### src/rtl/matrix_pkg.sv
`default_nettype none
// ============================================================================
// Module      : matrix_pkg
// Description : Shared geometry, row type and stream FSM encoding for the
//               matrix TX streamer.
// Revision    : 1.0 - initial release
// ============================================================================
package matrix_pkg;

    localparam int ELEM_W         = 8;
    localparam int MAX_SIZE       = 32;
    localparam int ROW_W          = MAX_SIZE * ELEM_W;
    localparam int DIBITS_PER_ROW = MAX_SIZE * ELEM_W / 2;
    localparam int DCNT_W         = $clog2(DIBITS_PER_ROW);
    localparam int ROWCNT_W       = $clog2(MAX_SIZE) + 1;

    typedef logic [ROW_W-1:0]    row_t;
    typedef logic [DCNT_W-1:0]   dcnt_t;
    typedef logic [ROWCNT_W-1:0] rowcnt_t;

    typedef enum logic [1:0] {
        IDLE   = 2'd0,
        ACTIVE = 2'd1,
        DONE   = 2'd2
    } stream_state_t;

    localparam dcnt_t   c_LAST_DIBIT     = dcnt_t'(DIBITS_PER_ROW - 1);
    localparam rowcnt_t c_ROWS_PER_FRAME = rowcnt_t'(MAX_SIZE);

    // Element 0 sits at the top of the row, so its MSB dibit leaves first.
    function automatic logic [1:0] top_dibit(input row_t r);
        return r[ROW_W-1 -: 2];
    endfunction

endpackage
`default_nettype wire

### src/rtl/row_fifo2.sv
`default_nettype none
// ============================================================================
// Module      : row_fifo2
// Description : Two-entry in-order row buffer with occupancy, flush and
//               same-cycle push/pop.
// Revision    : 1.0 - initial release
// ============================================================================
module row_fifo2 import matrix_pkg::*; (
    input  logic       clk,
    input  logic       rst_n,
    input  logic       flush_i,
    input  logic       push_i,
    input  row_t       data_i,
    input  logic       pop_i,
    output row_t       data_o,
    output logic [1:0] occ_o,
    output logic       empty_o
);

    row_t       mem_q [2];
    logic       wr_ptr_q;
    logic       wr_ptr_d;
    logic       rd_ptr_q;
    logic       rd_ptr_d;
    logic [1:0] occ_q;
    logic [1:0] occ_d;
    logic       w_push;
    logic       w_pop;

    assign w_push = push_i && !flush_i && (occ_q != 2'd2);
    assign w_pop  = pop_i  && !flush_i && (occ_q != 2'd0);

    always_comb begin
        wr_ptr_d = wr_ptr_q;
        rd_ptr_d = rd_ptr_q;
        occ_d    = occ_q;
        if (flush_i) begin
            wr_ptr_d = 1'b0;
            rd_ptr_d = 1'b0;
            occ_d    = 2'd0;
        end else begin
            if (w_push) begin
                wr_ptr_d = ~wr_ptr_q;
            end
            if (w_pop) begin
                rd_ptr_d = ~rd_ptr_q;
            end
            case ({w_push, w_pop})
                2'b10:   occ_d = occ_q + 2'd1;
                2'b01:   occ_d = occ_q - 2'd1;
                default: occ_d = occ_q;
            endcase
        end
    end

    always_ff @(posedge clk or negedge rst_n) begin
        if (!rst_n) begin
            wr_ptr_q <= 1'b0;
            rd_ptr_q <= 1'b0;
            occ_q    <= 2'd0;
        end else begin
            wr_ptr_q <= wr_ptr_d;
            rd_ptr_q <= rd_ptr_d;
            occ_q    <= occ_d;
        end
    end

    // Payload storage needs no reset: occupancy alone decides what is valid.
    always_ff @(posedge clk) begin
        if (w_push) begin
            mem_q[wr_ptr_q] <= data_i;
        end
    end

    assign data_o  = mem_q[rd_ptr_q];
    assign occ_o   = occ_q;
    assign empty_o = (occ_q == 2'd0);

endmodule
`default_nettype wire

### src/rtl/matrix_streamer.sv
`default_nettype none
// ============================================================================
// Module      : matrix_streamer
// Description : Serialises MAX_SIZE result rows per frame into a 2-bit
//               axiov/axiod stream for the Ethernet TX path.
// Revision    : 1.0 - initial release
// ============================================================================
module matrix_streamer import matrix_pkg::*; (
    input  logic       eth_refclk,
    input  logic       rst_n,
    input  logic       start,
    input  logic       abort,
    input  logic       row_valid,
    output logic       row_ready,
    input  row_t       row_data,
    output logic       axiov,
    output logic [1:0] axiod,
    output logic       busy,
    output logic       done
);

    stream_state_t state_q;
    stream_state_t state_d;
    rowcnt_t       rows_acc_q;
    rowcnt_t       rows_acc_d;
    rowcnt_t       rows_sent_q;
    rowcnt_t       rows_sent_d;
    row_t          sh_data_q;
    row_t          sh_data_d;
    logic          sh_valid_q;
    logic          sh_valid_d;
    dcnt_t         dcnt_q;
    dcnt_t         dcnt_d;

    logic          w_push;
    logic          w_pop;
    logic          w_flush;
    logic          w_fifo_empty;
    logic [1:0]    w_fifo_occ;
    row_t          w_fifo_head;
    logic          w_row_ready;
    logic          w_last_dibit;

    row_fifo2 u_row_fifo (
        .clk     (eth_refclk),
        .rst_n   (rst_n),
        .flush_i (w_flush),
        .push_i  (w_push),
        .data_i  (row_data),
        .pop_i   (w_pop),
        .data_o  (w_fifo_head),
        .occ_o   (w_fifo_occ),
        .empty_o (w_fifo_empty)
    );

    assign w_row_ready  = (state_q == ACTIVE) && (w_fifo_occ != 2'd2) &&
                          (rows_acc_q < c_ROWS_PER_FRAME);
    assign w_last_dibit = sh_valid_q && (dcnt_q == c_LAST_DIBIT);

    always_ff @(posedge eth_refclk or negedge rst_n) begin
        if (!rst_n) begin
            state_q     <= IDLE;
            rows_acc_q  <= '0;
            rows_sent_q <= '0;
            sh_data_q   <= '0;
            sh_valid_q  <= 1'b0;
            dcnt_q      <= '0;
        end else begin
            state_q     <= state_d;
            rows_acc_q  <= rows_acc_d;
            rows_sent_q <= rows_sent_d;
            sh_data_q   <= sh_data_d;
            sh_valid_q  <= sh_valid_d;
            dcnt_q      <= dcnt_d;
        end
    end

    always_comb begin
        state_d     = state_q;
        rows_acc_d  = rows_acc_q;
        rows_sent_d = rows_sent_q;
        sh_data_d   = sh_data_q;
        sh_valid_d  = sh_valid_q;
        dcnt_d      = dcnt_q;
        w_push      = 1'b0;
        w_pop       = 1'b0;
        w_flush     = 1'b0;

        case (state_q)
            IDLE: begin
                if (start) begin
                    state_d     = ACTIVE;
                    rows_acc_d  = '0;
                    rows_sent_d = '0;
                    sh_valid_d  = 1'b0;
                    dcnt_d      = '0;
                    w_flush     = 1'b1;
                end
            end

            ACTIVE: begin
                if (abort) begin
                    // Abort wins over any row offered this cycle; it is dropped.
                    state_d    = IDLE;
                    sh_data_d  = '0;
                    sh_valid_d = 1'b0;
                    dcnt_d     = '0;
                    w_flush    = 1'b1;
                end else begin
                    w_push = row_valid && w_row_ready;
                    if (w_push) begin
                        rows_acc_d = rows_acc_q + rowcnt_t'(1);
                    end

                    if (sh_valid_q) begin
                        sh_data_d = sh_data_q << 2;
                        dcnt_d    = dcnt_q + dcnt_t'(1);
                    end

                    if (w_last_dibit) begin
                        rows_sent_d = rows_sent_q + rowcnt_t'(1);
                        sh_valid_d  = 1'b0;
                        dcnt_d      = '0;
                        if (rows_sent_q == c_ROWS_PER_FRAME - rowcnt_t'(1)) begin
                            state_d = DONE;
                        end
                    end

                    // Reloading on the last dibit keeps back-to-back rows gapless.
                    if ((!sh_valid_q || w_last_dibit) && !w_fifo_empty) begin
                        w_pop      = 1'b1;
                        sh_data_d  = w_fifo_head;
                        sh_valid_d = 1'b1;
                        dcnt_d     = '0;
                    end
                end
            end

            DONE: begin
                state_d = IDLE;
            end

            default: begin
                state_d = IDLE;
            end
        endcase
    end

    assign row_ready = w_row_ready;
    assign axiov     = sh_valid_q;
    assign axiod     = sh_valid_q ? top_dibit(sh_data_q) : 2'b00;
    assign busy      = (state_q == ACTIVE);
    assign done      = (state_q == DONE);

endmodule
`default_nettype wire
### config.mk
export PLATFORM = sky130hd
export DESIGN_NAME = matrix_streamer
export DESIGN_NICKNAME = d
export VERILOG_FILES = /design/src/rtl/matrix_pkg.sv /design/src/rtl/row_fifo2.sv /design/src/rtl/matrix_streamer.sv
export SDC_FILE = /design/constraint.sdc
export NUM_CORES = 1
export LEC_CHECK = 0
export ABC_AREA = 1
export CORE_AREA = 2 2 241 243
export CTS_CLUSTER_DIAMETER = 150
export CTS_CLUSTER_SIZE = 12
export DETAILED_ROUTE_END_ITERATION = 10
export DIE_AREA = 0 0 243 245
export PLACE_DENSITY = 0.87
export SLEW_MARGIN = 0
export SYNTH_ARGS = -nofsm -noshare
export SYNTH_HDL_FRONTEND = slang
export SYNTH_SLANG_ARGS = --single-unit
export TNS_END_PERCENT = 100
### constraint.sdc
create_clock -name eth_refclk -period 16.7 [get_ports eth_refclk]
set_clock_uncertainty 0.15 [all_clocks]
set_input_delay 3.34 -clock eth_refclk [delete_from_list [all_inputs] [get_ports eth_refclk]]
set_output_delay 3.34 -clock eth_refclk [all_outputs]
set_load 0.02 [all_outputs]
==> run_results.csv, run 1 <==
group,metric,value,unit
final_layout,drive_gt1_frac,0.0416,
yosys,synthesized_flop_and_latch_total,794,
final_layout,area.sequential,22400,um2
critical_path,crit_chain,"clkdlybuf4s50_1 > inv_1 > nand3_1 > inv_1 > nand3_1 > nor2_4 > buf_4 > buf_4",
grt,grt.total_usage,0.238,
yosys,synthDominantCellAreaShare,0.469,
final_layout,synthToLayoutAreaGrowth,15.9,%
final_layout,n_fill_cell,3976,
drt,drt-initial-drc-count,2124,
sta,timing.max_slew.rel_slack,0.144,
sta,setup_total_negative_slack,0,ns
critical_path,crit_path_arrival_time,7.21,ns
grt,grt_antenna_before_repair,1,
critical_path,worstReg2RegStart,"state_q[0]",
critical_path,rrSetupSlack,11.86,ns
floorplan,die-area,59500,um2
drt,routedWlPerCell,19.3,um
status,status,"finished clean",
drt,route.detailed.vias_per_inst,5.71,
clock_network,cts_tree,"done",
yosys,synth.yosys.warnings,0,
yosys,yosysUniqueCellTypes,26,
sta,maxClockFrequency,140,MHz
place,placed_cell_area,35700,um2
critical_path,critical-path-max-stage-delay,0.89,ns
floorplan,core.rowCount,88,
grt,global_route_total_overflow,0,
clock_network,post_cts_hold_buffer_count,0,
worst_hold_path,worst_hold_path.num_cells,2,
drt,vias,21100,
flow_run,maxCapViolations,0,
floorplan,floorplan.initialDensity,0.575,
floorplan,die_w,243,um
critical_path,timing.critical_path.to_type,"flip-flop",
grt,grt_pass1_wl,113,mm
critical_path,timing.rr.end,"u_row_fifo.mem_q[1][49]",
clock_network,cts_buffers,76,
yosys,synth_cells,2674,
critical_path,worstRegToRegCells,8,
critical_path,slowest_stage,"sky130_fd_sc_hd__nor2_4",
yosys,synth_area,32800,um2
critical_path,path_class,"in2reg",
worst_hold_path,worstHoldStart,"sh_data_q[163]",
clock_network,clk_pin_slew_worst_paths,0.06,ns
grt,grt_pass1_vias,21500,
yosys,synth.area.top_cells,"sky130_fd_sc_hd__edfxtp_1 (47%), sky130_fd_sc_hd__dfrtp_1 (22%), sky130_fd_sc_hd__nand2_1 (9.5%)",
critical_path,crit_required,16.77,ns
final_layout,nets,3133,
clock_network,cts_setup_buffers,0,
final_layout,mostFrequentLayoutCell,"sky130_fd_sc_hd__nand2_1",
place,number_of_buffers_added_on_ports,266,
floorplan,chipHeight,245,um
clock_network,cts-htree-levels,3,
clock_network,clock_tree.buffer_depth,3,
drt,postRouteWirelength,71.4,mm
sta,final-hold-violation-count,0,
sta,rsz_0062_raised_after_global_routing,"false",
drt,dr.pass1.iters,8,
worst_hold_path,hold_path.class,"reg2reg",
yosys,synth_top_area_cell,"sky130_fd_sc_hd__edfxtp_1",
final_layout,post-route-cell-area,38000,um2
critical_path,worst_setup_path_start_kind,"primary input",
sta,final_period_minus_worst_setup_slack,7.14,ns
sta,finalSetupViolCount,0,
yosys,avg_cell_area_syn,12.3,um2
place,hpwl_after_detailed_placement,39.8,mm
floorplan,ios,267,
yosys,fraction_of_the_yosys_area_taken_by_sequential_cells,0.685,
drt,drt_drc_violations_left,0,
clock_network,cts_repair_resize_count,0,
sta,max_slew.worst_pin.slew,1.28,ns
power_and_ir_drop,p_leak,0.0152,uW
final_layout,layout.cells.most_common_list,"sky130_fd_sc_hd__nand2_1 (826), sky130_fd_sc_hd__edfxtp_1 (512), sky130_fd_sc_hd__dfrtp_1 (281), sky130_fd_sc_hd__nand3_1 (278), sky130_fd_sc_hd__clkdlybuf4s50_1 (265)",
grt,maximum_number_of_pins_on_one_net_before_global_route_repair,161,
floorplan,fp.coreArea,57000,um2
critical_path,highest_fanout_seen_on_the_critical_path,69,
clock_network,master_cell_of_the_clock_root_buffer,"sky130_fd_sc_hd__clkbuf_16",
final_layout,finalNonFillerCells,3696,
power_and_ir_drop,pwr_density_cell,148,nW/um2
place,globalplace.congestion,0.826,
sta,timing_max_transition_violations_final,0,
drt,ant_nets,0,
clock_network,numClockSinks,794,
yosys,number_of_nets_produced_by_synthesis,2939,
power_and_ir_drop,vdd.ir_drop.worst,0.132,mV
final_layout,multi_input_area,9400,um2
worst_hold_path,timing.hold.worst_endpoint,"sh_data_q[163]",
place,numPlacedInstances,3555,
clock_network,clk-insertion-delay-late,0.61,ns
sta,final_min_period_over_clock_period,0.428,
[registers in the layout, indices dropped and copies added, names as in the netlist]
signal	count
rows_acc_q	6
rows_sent_q	6
u_row_fifo.rd_ptr_q	1
axiov	1
sh_data_q	256
state_q	2
u_row_fifo.occ_o	2
u_row_fifo.wr_ptr_q	1
u_row_fifo.mem_q	512
dcnt_q	7
[stage by stage]
stage | utilization | hold WS, ns | total power [uW] | setup WS, ns
after floorplan | - | 0.290 | 3700 | 1.23
after global placement | 0.627 | 0.303 | 3980 | 9.16
after detailed placement | 0.627 | 0.306 | 4040 | 8.98
after CTS | 0.666 | 0.322 | 5650 | 9.62
after global routing | 0.666 | 0.332 | 5920 | 9.34
final | 0.666 | 0.320 | 5630 | 9.56
[final cells by class]
type | count | area share
Clock buffer | 134 | 0.0569
Sequential cell | 794 | 0.591
Inverter | 26 | 0.00297
Timing Repair Buffer | 288 | 0.0749
Multi-Input combinational cell | 1682 | 0.247
Clock inverter | 6 | 0.00165
Antenna cell | 1 | 0.0000659
Tap cell | 765 | 0.0252
[worst max path at each step]
stage	slack, ns	start	cells after the start	end
finish	9.56	abort	8	u_row_fifo.mem_q[1][49]
global route	9.34	abort	8	u_row_fifo.mem_q[1][58]
CTS	9.62	abort	8	u_row_fifo.mem_q[1][45]
detailed placement	8.98	abort	8	u_row_fifo.mem_q[1][45]
global placement	9.16	abort	8	u_row_fifo.mem_q[1][40]
floorplan	1.23	abort	5	u_row_fifo.mem_q[1][0]
[layer usage]
| layer | wire length, um | global-route usage | part of all wire |
|---|---|---|---|
| met2 | 35600 | 0.396 | 0.50 |
| met5 | 0 | 0 | 0 |
| met3 | 4440 | 0.0332 | 0.062 |
| met4 | 2300 | 0.0978 | 0.032 |
| met1 | 29000 | 0.319 | 0.41 |
[cells by family (layout without fill, tap and decap cells)]
family          count (synthesis)  after routing  share of synthesized area
other cells                     0              1                          0
compound gates                 25             25                    0.00397
flops                         794            794                      0.685
mux                           256            256                     0.0782
xor+xnor                        7              7                    0.00187
simple gates                 1390           1390                      0.200
fa+ha+maj                       4              4                    0.00153
buf+inv                       198            454                     0.0301
[synthesized netlist by cell type]
library cell / number
sky130_fd_sc_hd__o21bai_1: 1
sky130_fd_sc_hd__nand4_1: 2
sky130_fd_sc_hd__buf_1: 8
sky130_fd_sc_hd__buf_2: 114
sky130_fd_sc_hd__nand3_1: 278
sky130_fd_sc_hd__mux2i_1: 256
sky130_fd_sc_hd__nor2_2: 3
sky130_fd_sc_hd__o21ai_1: 7
sky130_fd_sc_hd__ha_1: 4
sky130_fd_sc_hd__inv_2: 2
sky130_fd_sc_hd__o21a_1: 1
sky130_fd_sc_hd__dfrtp_1: 282
sky130_fd_sc_hd__buf_4: 23
sky130_fd_sc_hd__nand2_2: 1
sky130_fd_sc_hd__clkbuf_1: 25
sky130_fd_sc_hd__nand3_2: 1
sky130_fd_sc_hd__nand3b_1: 254
sky130_fd_sc_hd__nor2_1: 21
sky130_fd_sc_hd__buf_6: 2
sky130_fd_sc_hd__a21oi_1: 5
sky130_fd_sc_hd__o21ai_0: 11
sky130_fd_sc_hd__xor2_1: 7
sky130_fd_sc_hd__or2_2: 3
sky130_fd_sc_hd__inv_1: 24
sky130_fd_sc_hd__edfxtp_1: 512
sky130_fd_sc_hd__nand2_1: 827
[worst max-delay path, delay by kind of cell]
kind	cells	cell delay [ns]
buffers and inverters	5	2.39
and+or+nand+nor	3	1.34
[report_power, final]
group	total, uW	internal, uW	switching [uW]
registers	2650	2460	192
logic	1390	588	805
clock network	1580	879	705
total	5630	3930	1700
Note: power is estimated with default switching activity, not from simulation.
==> run 2, diff against run 1 <==
- CORE_AREA: 2 2 241 243 -> 2 2 255 257
- DIE_AREA: 0 0 243 245 -> 0 0 257 259
- PLACE_DENSITY: 0.87 -> 0.83
- clock period: 16.7 -> 6.1 ns (I/O delays scaled with it)
==> run_results.csv, run 2 (same netlist as run 1, synthesis figures left out) <==
group,metric,value,unit
final_layout,reg_top3,"u_row_fifo.mem_q: 512 flops, sh_data_q: 256 flops, dcnt_q: 7 flops",
grt,grt_antenna_before_repair,6,
sta,maxClockFrequency,235,MHz
drt,postRouteWirelength,71.9,mm
critical_path,worstReg2RegStart,"dcnt_q[0]",
critical_path,timing.rr.end,"sh_data_q[218]",
final_layout,largest_reg_flops,512,
sta,setup_total_negative_slack,0,ns
critical_path,highest_fanout_seen_on_the_critical_path,13,
critical_path,critical_path.top_delay_family,"simple AND/OR/NAND/NOR gates",
place,hpwl_after_detailed_placement,39.7,mm
critical_path,crit_required,4.73,ns
drt,routedWlPerCell,19.0,um
grt,maximum_number_of_pins_on_one_net_before_global_route_repair,159,
critical_path,crit_chain,"inv_1 > nor2_2 > nand2_1 > nor2_1 > clkdlybuf4s50_1",
final_layout,utilization,0.599,
sta,final_period_minus_worst_setup_slack,4.26,ns
clock_network,cts-htree-levels,3,
floorplan,fp.coreArea,63900,um2
worst_hold_path,timing.hold.worst_endpoint,"sh_data_q[191]",
clock_network,clk-insertion-delay-late,0.62,ns
drt,dr.pass1.iters,6,
worst_hold_path,worst_hold_path.num_cells,2,
drt,drt-initial-drc-count,2065,
grt,grt_pass1_wl,115,mm
floorplan,chipHeight,259,um
floorplan,ios,267,
critical_path,timing.critical_path.to_type,"output pin",
drt,ant_nets,0,
final_layout,largest_register,"u_row_fifo.mem_q",
sta,finalWorstSetupSlack,1.84,ns
final_layout,nets,3132,
final_layout,synthToLayoutAreaGrowth,16.7,%
grt,grt_pass1_vias,21900,
critical_path,path_class,"reg2out",
place,number_of_buffers_added_on_ports,266,
clock_network,numClockSinks,794,
sta,final_min_period_over_clock_period,0.698,
clock_network,post_cts_hold_buffer_count,0,
drt,drt_drc_violations_left,0,
sta,timing.max_slew.rel_slack,0.193,
sta,final-hold-violation-count,0,
final_layout,n_fill_cell,4772,
power_and_ir_drop,vdd.ir_drop.worst,0.249,mV
power_and_ir_drop,p_leak,0.0152,uW
floorplan,die_w,257,um
place,detailedPlace.worstSlack,1.98,ns
drt,vias,21000,
critical_path,worst_setup_path_start_kind,"flip-flop",
sta,rsz_0062_raised_after_global_routing,"false",
critical_path,rrSetupSlack,2.42,ns
clock_network,cts_repair_resize_count,0,
sta,finalSetupViolCount,0,
flow_run,maxCapViolations,0,
final_layout,area.sequential,22400,um2
clock_network,master_cell_of_the_clock_root_buffer,"sky130_fd_sc_hd__clkbuf_16",
final_layout,layout.cells.most_common_list,"sky130_fd_sc_hd__nand2_1 (826), sky130_fd_sc_hd__edfxtp_1 (512), sky130_fd_sc_hd__dfrtp_1 (281), sky130_fd_sc_hd__nand3_1 (277), sky130_fd_sc_hd__clkdlybuf4s50_1 (265)",
grt,global_route_total_overflow,0,
worst_hold_path,worstHoldStart,"sh_data_q[191]",
critical_path,critical-path-max-stage-delay,0.70,ns
place,globalplace.congestion,0.773,
critical_path,worstRegToRegCells,9,
clock_network,clk_pin_slew_worst_paths,0.06,ns
floorplan,floorplan.initialDensity,0.513,
clock_network,cts_tree,"done",
floorplan,die-area,66600,um2
clock_network,cts_setup_buffers,0,
final_layout,mostFrequentLayoutCell,"sky130_fd_sc_hd__nand2_1",
final_layout,drive_gt1_frac,0.0420,
status,status,"finished clean",
floorplan,core.rowCount,93,
grt,grt.total_usage,0.215,
power_and_ir_drop,pwr_density_cell,405,nW/um2
worst_hold_path,hold_path.class,"reg2reg",
drt,route.detailed.vias_per_inst,5.56,
sta,timing_max_transition_violations_final,0,
clock_network,clock_tree.buffer_depth,3,
sta,max_slew.worst_pin.slew,1.21,ns
critical_path,crit_path_arrival_time,2.89,ns
clock_network,cts_buffers,76,
final_layout,multi_input_area,9400,um2
critical_path,crit_buf_inv,2,
critical_path,slowest_stage,"sky130_fd_sc_hd__clkdlybuf4s50_1",
run 2: cell count changes in the layout (fill, tap and decap cells not counted), sizes merged:
cell,change
inv,-3
buf,-1
clkinv,+1
clkinvlp,+1
run 2: layer usage:
metal	global-route usage	wire length, um	part of all wire	vias to the layer above
met1	0.275	29400	0.41	10500
met4	0.0924	2350	0.033	10
met2	0.368	36000	0.50	728
met5	0	65	0.00090	-
li1	-	-	-	9680
met3	0.0343	4170	0.058	154
run 2: stage by stage:
step                      cells  hold slack [ns]  instance area (um2)  total power (uW)
final                      3784            0.320                38200             15500
after global routing       3784            0.334                38200             16300
after CTS                  3783            0.322                38200             15600
after detailed placement   3644            0.306                36000             11100
after global placement     3644            0.303                36000             10900
after floorplan            2674            0.290                32800             10100
run 2: worst max path at each step:
stage | from | end | slack [ns] | cells past startpoint
5_1_grt | state_q[0] | row_ready | 1.76 | 5
4_1_cts | state_q[0] | row_ready | 1.82 | 5
3_5_place_dp | abort | sh_data_q[180] | 1.98 | 7
3_3_place_gp | abort | sh_data_q[164] | 2.01 | 7
2_1_floorplan | abort | u_row_fifo.mem_q[1][0] | 0.01 | 5
6_report | state_q[0] | row_ready | 1.84 | 5
run 2: worst min-delay path, stage by stage, from the launching register on:
cell and delay (ns):
sky130_fd_sc_hd__dfrtp_1 0.33, sky130_fd_sc_hd__nand2_1 0.05, sky130_fd_sc_hd__nand2_1 0.05
run 2: final cells by class:
cell class	count	share of cell area
diodes	1	0.0000654
clock buffers	134	0.0571
clock inverters	5	0.00160
inverters	26	0.00285
multi-input cells	1682	0.246
flip-flops and latches	794	0.587
well taps	855	0.0280
repair buffers	287	0.0778
run 2: report_power, final:
| group | internal [uW] | switching (uW) | total, uW |
|---|---|---|---|
| registers | 6740 | 489 | 7230 |
| logic | 1620 | 2240 | 3860 |
| clock network | 2430 | 1960 | 4390 |
| total | 10800 | 4680 | 15500 |
